File: src/rtl/dco_pkg.sv
// Shared definitions for the digitally controlled oscillator (DCO) and its
// fout divider: state encoding, widths, correction limits and period lookup.
package dco_pkg;

  localparam int CORR_W   = 3;
  localparam int CORR_MAX = 3;
  localparam int PH_W     = 4;

  typedef enum logic [1:0] {
    NOM   = 2'd0,
    SHORT = 2'd1,
    LONG  = 2'd2
  } dco_state_e;

  typedef logic signed [CORR_W-1:0] corr_t;

  localparam corr_t CORR_HI = corr_t'(CORR_MAX);
  localparam corr_t CORR_LO = corr_t'(-CORR_MAX);

  // Last phase-counter value of a period: one short of nominal when
  // advancing, one beyond nominal when retarding.
  function automatic logic [PH_W-1:0] term_of(input dco_state_e st, input int nom_p);
    case (st)
      SHORT:   term_of = PH_W'(nom_p - 2);
      LONG:    term_of = PH_W'(nom_p);
      default: term_of = PH_W'(nom_p - 1);
    endcase
  endfunction

endpackage

File: src/rtl/dco_fdiv.sv
// Output divider: counts idout pulses and toggles fout every DIV_N/2 pulses,
// giving a 50% duty recovered clock one cycle behind the terminal pulse.
module dco_fdiv
  import dco_pkg::*;
#(
  parameter int DIV_N = 8
) (
  input  logic clk_2,
  input  logic rst,
  input  logic idout,
  output logic fout
);

  localparam int HALF  = DIV_N / 2;
  localparam int CNT_W = (HALF > 1) ? $clog2(HALF) : 1;

  logic [CNT_W-1:0] cnt_q, cnt_d;
  logic             fout_q, fout_d;

  // Advance the pulse count on each idout; toggle fout on the last pulse of a half period.
  always_comb begin
    // NOTE: every output of a combinational block gets a default first, so no path leaves it unassigned and no latch is inferred.
    cnt_d  = cnt_q;
    fout_d = fout_q;
    if (idout) begin
      if (cnt_q == CNT_W'(HALF - 1)) begin
        cnt_d  = '0;
        fout_d = ~fout_q;
      end else begin
        cnt_d = cnt_q + CNT_W'(1);
      end
    end
  end

  // Divider state register.
  always_ff @(posedge clk_2 or posedge rst) begin
    // NOTE: the reset branch sits in the sensitivity list so state clears without a clock; only control/state flops are reset, never wide storage.
    if (rst) begin
      cnt_q  <= '0;
      fout_q <= 1'b0;
    end else begin
      // NOTE: sequential state uses non-blocking assignments so every flop samples pre-edge values regardless of statement order.
      cnt_q  <= cnt_d;
      fout_q <= fout_d;
    end
  end

  assign fout = fout_q;

endmodule

File: src/rtl/dco_idc.sv
// Increment/decrement DCO. A phase counter sets the idout period; pending
// loop-filter corrections held in a saturating accumulator shorten or
// lengthen one period at a time. The sticky sat_err port and its logic exist
// only when DCO_SAT_FLAG_EN is defined.
module dco_idc
  import dco_pkg::*;
#(
  parameter int NOM_P = 4,
  parameter int DIV_N = 8
) (
  input  logic clk_2,
  input  logic rst,
  input  logic add,
  input  logic sub,
  output logic idout,
  output logic fout
`ifdef DCO_SAT_FLAG_EN
  ,
  output logic sat_err
`endif
);

  dco_state_e       state_q, state_d;
  logic [PH_W-1:0]  ph_q, ph_d;
  logic [PH_W-1:0]  term;
  corr_t            corr_q, corr_d;
  corr_t            corr_base;
  logic             idout_q, idout_d;
  logic             inc, dec, drop;

  assign term = term_of(state_q, NOM_P);

  // Period type is chosen once, at the start of a period, from the accumulated
  // correction; choosing SHORT or LONG consumes one unit toward zero.
  always_comb begin
    state_d   = state_q;
    corr_base = corr_q;
    if (ph_q == '0) begin
      if (corr_q > corr_t'(0)) begin
        state_d   = SHORT;
        corr_base = corr_q - corr_t'(1);
      end else if (corr_q < corr_t'(0)) begin
        state_d   = LONG;
        corr_base = corr_q + corr_t'(1);
      end else begin
        state_d   = NOM;
      end
    end
  end

  // Phase counting, terminal pulse, and request accumulation with saturation;
  // simultaneous add and sub cancel.
  always_comb begin
    inc     = add & ~sub;
    dec     = sub & ~add;
    drop    = (inc && (corr_base == CORR_HI)) || (dec && (corr_base == CORR_LO));
    corr_d  = corr_base;
    if (inc && !drop) begin
      corr_d = corr_base + corr_t'(1);
    end else if (dec && !drop) begin
      corr_d = corr_base - corr_t'(1);
    end
    idout_d = (ph_q == term);
    ph_d    = (ph_q == term) ? '0 : ph_q + PH_W'(1);
  end

  // State, phase, correction and pulse registers; reset abandons the period.
  always_ff @(posedge clk_2 or posedge rst) begin
    if (rst) begin
      state_q <= NOM;
      ph_q    <= '0;
      corr_q  <= '0;
      idout_q <= 1'b0;
    end else begin
      state_q <= state_d;
      ph_q    <= ph_d;
      corr_q  <= corr_d;
      idout_q <= idout_d;
    end
  end

  assign idout = idout_q;

`ifdef DCO_SAT_FLAG_EN
  logic sat_q;

  // Sticky record of any request lost to saturation; only reset clears it.
  always_ff @(posedge clk_2 or posedge rst) begin
    if (rst) begin
      sat_q <= 1'b0;
    end else begin
      sat_q <= sat_q | drop;
    end
  end

  assign sat_err = sat_q;
`endif

  dco_fdiv #(
    .DIV_N (DIV_N)
  ) u_fdiv (
    .clk_2 (clk_2),
    .rst   (rst),
    .idout (idout_q),
    .fout  (fout)
  );

endmodule

File: config.mk
export PLATFORM = sky130hd
export DESIGN_NAME = dco_idc
export DESIGN_NICKNAME = d
export VERILOG_FILES = /design/src/rtl/dco_pkg.sv /design/src/rtl/dco_fdiv.sv /design/src/rtl/dco_idc.sv
export SDC_FILE = /design/constraint.sdc
export NUM_CORES = 1
export LEC_CHECK = 0
export BUFFER_PORTS_ARGS = -buffer_cell sky130_fd_sc_hd__buf_2
export CORE_ASPECT_RATIO = 1.2
export CORE_MARGIN = 4
export CORE_UTILIZATION = 45
export DETAILED_ROUTE_END_ITERATION = 12
export MAX_ROUTING_LAYER = met4
export PLACE_DENSITY = 0.7
export SYNTH_ARGS = -nofsm -noshare
export SYNTH_HDL_FRONTEND = slang
export SYNTH_SLANG_ARGS = --single-unit
File: constraint.sdc
create_clock -name clk_2 -period 4.3 [get_ports clk_2]
set_input_delay 0.43 -clock clk_2 [delete_from_list [all_inputs] [get_ports clk_2]]
set_output_delay 0.43 -clock clk_2 [all_outputs]
set_load 0.1 [all_outputs]
; After elaboration in Yosys (flattened, before gate mapping)
; Index checks and enable logic that the tools add are counted.
[word_totals]
mem_count = 0
regBits = 13
latch_bits = 0
input_bits = 4
output_inout_bits = 2
ramBits = 0
rom_bits = 0
[op_classes]
n_addsub = 6
bitwise = 5
shift = 0
n_reduce_logical = 8
n_lt_le_gt_ge = 2
muxes = 10
div = 0
multipliers = 0
eq_ne = 6
[ops]
columns = operator, count
row1 = 3-bit 2-to-1 mux, 5
row2 = "3-bit by 2-bit adder with 3-bit output, second input constant", 2
row3 = "3-bit == test, second input constant", 2
row4 = 2-bit 2-to-1 mux, 3
row5 = 3-bit case mux with 2 select lines, 1
row6 = "3-bit by 2-bit subtractor with 3-bit output, second input constant", 2
row7 = "4-bit by 1-bit adder with 4-bit output, second input constant", 1
row8 = "2-bit == test, second input constant", 2
row9 = 4-bit == test, 1
row10 = 1-bit logical AND, 4
row11 = 4-bit zero test, 1
row12 = 4-bit 2-to-1 mux, 1
row13 = "3-bit by 1-bit > comparator with 1-bit output, second input constant", 1
row14 = "3-bit by 1-bit < comparator with 1-bit output, second input constant", 1
row15 = 1-bit NOT, 3
row16 = "2-bit by 1-bit adder with 2-bit output, second input constant", 1
row17 = 1-bit AND, 2
row18 = "2-bit by 1-bit == test with 1-bit output, second input constant", 1
row19 = 2-bit AND reduction, 1
row20 = 1-bit zero test, 1
row21 = 1-bit logical OR, 1

; Depth between registers and ports, before layout
[logic_depth]
depth_word = 11
ltp_mapped = 13

; Cells and area by module
; A second synthesis with hierarchy kept.
[hier_totals]
hier_cells = 85
area_unflattened_um2 = 852.1
[by_module_without_submodules]
columns = mod, cells_per_inst, instances, area_each_um2, seq_area_each_um2
row1 = dco_idc, 75, 1, 716.9, 250.2
row2 = dco_fdiv, 10, 1, 135.1, 75.1

; Worst setup path after synthesis
; OpenSTA, ideal clock, no wires.
[synth_timing]
kind = register to register
from = reg corr_q[1]
to = reg corr_q[1]
setup_ns = 0.125
path_buffers = 0
arrival_ns = 2.432
stages_incl_launch_ff = 14
path_slack_ns = 1.743
path_cell_list = dfrtp_1 -> inv_1 -> ha_1 -> inv_1 -> ha_1 -> nor2b_1 -> a32oi_1 -> o211ai_4 -> inv_1 -> ha_1 -> inv_1 -> o31ai_2 -> mux2_1 -> mux2_4
[synth_via]
elab_chain_cells = 11
word_cells_on_any_way = 19
classes_between = 4 x add/sub / 2 x order compare / 2 x eq/ne / 5 x mux / 6 x reduce/logical
[synth_rtl]
columns = element, line_no
row1 = from (decl), dco_idc.sv:26  ; corr_t corr_q, corr_d;
row2 = from (signal assigned), dco_idc.sv:77  ; corr_q <= corr_d;
row3 = 3-bit by 2-bit adder with 3-bit output / 3-bit by 1-bit < comparator with 1-bit output (equally long branches), "dco_idc.sv:44, dco_idc.sv:42"
row4 = 3-bit 2-to-1 mux, dco_idc.sv:42  ; end else if (corr_q < corr_t'(0)) begin
row5 = 3-bit 2-to-1 mux, dco_idc.sv:39  ; if (corr_q > corr_t'(0)) begin
row6 = 3-bit 2-to-1 mux (*), dco_idc.sv:38  ; if (ph_q == '0) begin
row7 = 3-bit == test, dco_idc.sv:56  ; drop = (inc && (corr_base == CORR_HI)) || (dec && (corr_base == CORR_LO));
row8 = 1-bit logical AND, dco_idc.sv:56
row9 = 1-bit logical OR, dco_idc.sv:56
row10 = 1-bit zero test, "dco_idc.sv:58, dco_idc.sv:60"
row11 = 1-bit logical AND, dco_idc.sv:60  ; end else if (dec && !drop) begin
row12 = 3-bit 2-to-1 mux, dco_idc.sv:60
row13 = 3-bit 2-to-1 mux (*), dco_idc.sv:58  ; if (inc && !drop) begin
row14 = via corr_d[1], dco_idc.sv:26
; The timed path passes the listed nets; every way through them passes the cells marked *.
; A chain may end at the register's enable or synchronous reset.

; Final worst setup path
; Ends and elaborated chain as after synthesis.

==> impl_results.md <==
* DR vias/cell at 5.500
* Max Fanout on Critical Path at 5
* Initial antenna violation count at 0
* Buffers plus inverters on the worst setup path at 4
* Total Routing Usage GR at 14.13%
* Fillers at 170
* Max_cap viols at 0
* Dpl hpwl at ~1.2 mm
* Cell-by-cell trace of the critical path: inv_1 -> ha_1 -> inv_1 -> ha_1 -> nor2b_1 -> a32oi_1 -> o211ai_4 -> inv_1 -> ha_1 -> inv_1 -> o31ai_2 -> mux2_1 -> mux2_4
* Achievable frequency at 344.9 MHz
* Top cell type's share of synthesized area at 37.46%
* Total Die Area at 2699 um^2
* Yosys warns at 0
* CP delay by family, top: compound AO/OA/AOI/OAI gates
* RSZ-0062 raised after global routing: false
* Htree depth at 1
* Inserted Clock Buffers at 3
* Synth area leaders: dfrtp_1 (37%), ha_1 (16%), inv_1 (5.6%)
* Share of cells above drive strength 1 at 17.20%
* Vias at 616
* FF+latch area at 325.3 um^2
* # placed instances at 108
* Initial drt markers at 3
* Tightest Pin Transition at around 0.76 ns
* # port buffers at 5
* HP Class: input port to async pin
* Worst-path clk slew at 0.09 ns
* Largest net degree at the start of global routing at 14
* Slowest stage delay, CP at 0.38 ns
* Clock buffer depth at 2
* Critical Path Start Type: register
* Row count at 17
* Initial core utilization at 47.47%
* Skew-Pair Late Insertion Delay at approximately 0.29 ns
* Clk_skew at 0.004801 ns
* WL per Instance at ~14 um
* # nets final at 109
* Multi-input gate area at 494.2 um^2
* DRT Pass-1 Iters at 3
* ANT cells at 0
* Gate Count Post-Synth at 84
* DIE HEIGHT at between 50 and 60 um
* Grt ovf at 0
* # clock sinks at 13
* Die Span X at 48.10 um
* Fin Setup TNS at 0 ns
* Hold Slack at 0.1411 ns
* Final Hold Violating Endpoints at 0
* Vias in the first global route at approximately 670
* Crit. End Element: register
* Slew margin rel. at 48.68%
* Average size of a mapped cell at 10.34 um^2
* CP Class: register to register
* # hold bufs at CTS at 0
* Finish-stage setup viols at 0
* Yosys reg bits at 13
* # resized after CTS at 0
* CTS root buf: clkbuf_4
* Sequential share of the synthesized area at 37.46%
* Routed Antenna Nets at 0
* Crit path DAT at ~3.1 ns
* Period utilization at 67.42%
* Slew Limit Fails at 0
* CTS tree: yes
* Boundary Pins at 6
* Final core utilization at 51.57%
* Synthesized Nets at 99
* Syn Std Cell Area at approximately 870 um^2
* First-pass GRT wire length at 2.601 mm
* Final Non-Filler Cells at 112
* Total Wirelength at 1.514 mm
* Post-route DRC at 0
* Post-route minimum period at 2.899 ns
* Slowest CP cell: dfrtp_1
* Core region area at 1829 um^2
* Netlist cell types at 29
* Status: finished clean
* Required time of the critical path at approximately 4.5 ns
* GPL Wtd Cong at between 0.7 and 0.8
* Most Frequent Cell on Critical Path: inv_1
* Setup Buffers After CTS at 0
* Syn-to-layout area delta at 8.646%
* Synth area leader: dfrtp_1
[cell usage in the layout, fill, tap and decap left out, drive strengths merged, types with 2 or more instances in the layout]
cell type  synthesis  routed
inv               13      13
dfrtp             13      13
ha                11      11
nor2               8       8
nand2              7       7
xnor2              5       5
buf                0       5
clkbuf             0       4
xor2               3       3
mux2               3       3
nor2b              2       2
a21oi              2       2
o21ai              2       2
[path summary, 6_finish.rpt]
kind | start | endpoint | slack [ns] | depth (start not counted)
max in group asynchronous | rst | corr_q[0] | 3.83 | 2
setup reg to reg | corr_q[1] | corr_q[1] | 1.40 | 13
setup / recovery | corr_q[1] | corr_q[1] | 1.40 | 13
hold / removal | rst | u_fdiv.cnt_q[0] | 0.14 | 2
min in group clk_2 | sub | corr_q[2] | 0.45 | 3
hold reg to reg | u_fdiv.fout | u_fdiv.fout | 0.47 | 1
[synthesized netlist by cell type, drive strengths merged]
cell    number
dfrtp       13
inv         13
ha          11
nor2         8
nand2        7
xnor2        5
mux2         3
xor2         3
a21oi        2
nor2b        2
o21ai        2
a21boi       1
a221oi       1
a32oi        1
and2b        1
and4         1
mux2i        1
nand2b       1
nand3        1
nand3b       1
nor3         1
nor3b        1
nor4         1
o211ai       1
o31ai        1
or3b         1
[stage by stage]
step / setup slack (ns) / instance area, um^2
6_report: 1.401 / 943.4
5_1_grt: 1.264 / 943.4
4_1_cts: 1.431 / 943.4
3_5_place_dp: 1.453 / 917.1
3_3_place_gp: 1.642 / 917.1
2_1_floorplan: 1.743 / 868.3
[final cells by class]
type	count	share of cell area, %
Inverter	13	5.172
Timing Repair Buffer	5	2.653
Tap cell	19	2.520
Clock buffer	4	2.785
Sequential cell	13	34.48
Multi-Input combinational cell	58	52.39
[layer usage]
metal	global-route usage (%)	share of wire, %
met1	14.17	38
met3	0.9709	2.7
met5	-	0
met4	9.231	3.2
met2	24.20	56
[worst register-to-register path, delay by kind of cell (launching register included)]
kind / cells / cell delay, ns
buffers and inverters: 4 / 0.33
AO/OA/AOI/OAI: 3 / 0.73
flip-flops: 1 / 0.38
AND/OR/NAND/NOR: 1 / 0.10
adder cells (fa/ha/maj): 3 / 0.62
multiplexers: 2 / 0.62
[sequential cells by signal, indices dropped and copies added, names as in the netlist]
| register | cells |
|---|---|
| u_fdiv.fout | 1 |
| u_fdiv.cnt_q | 2 |
| corr_q | 3 |
| state_q | 2 |
| ph_q | 4 |
| idout | 1 |
[cell families after synthesis]
logic type	Yosys count	share of synthesized area, %
flip-flops	13	37.46
buffers and inverters	13	5.620
XOR/XNOR	8	8.069
adder cells (fa/ha/maj)	11	15.85
AO/OA/AOI/OAI	9	11.53
multiplexers	4	5.475
AND/OR/NAND/NOR	26	16.00
Power is left out: the tool's default activity adds up to more than one toggle a clock period on the data nets, which glitch-free logic cannot reach.
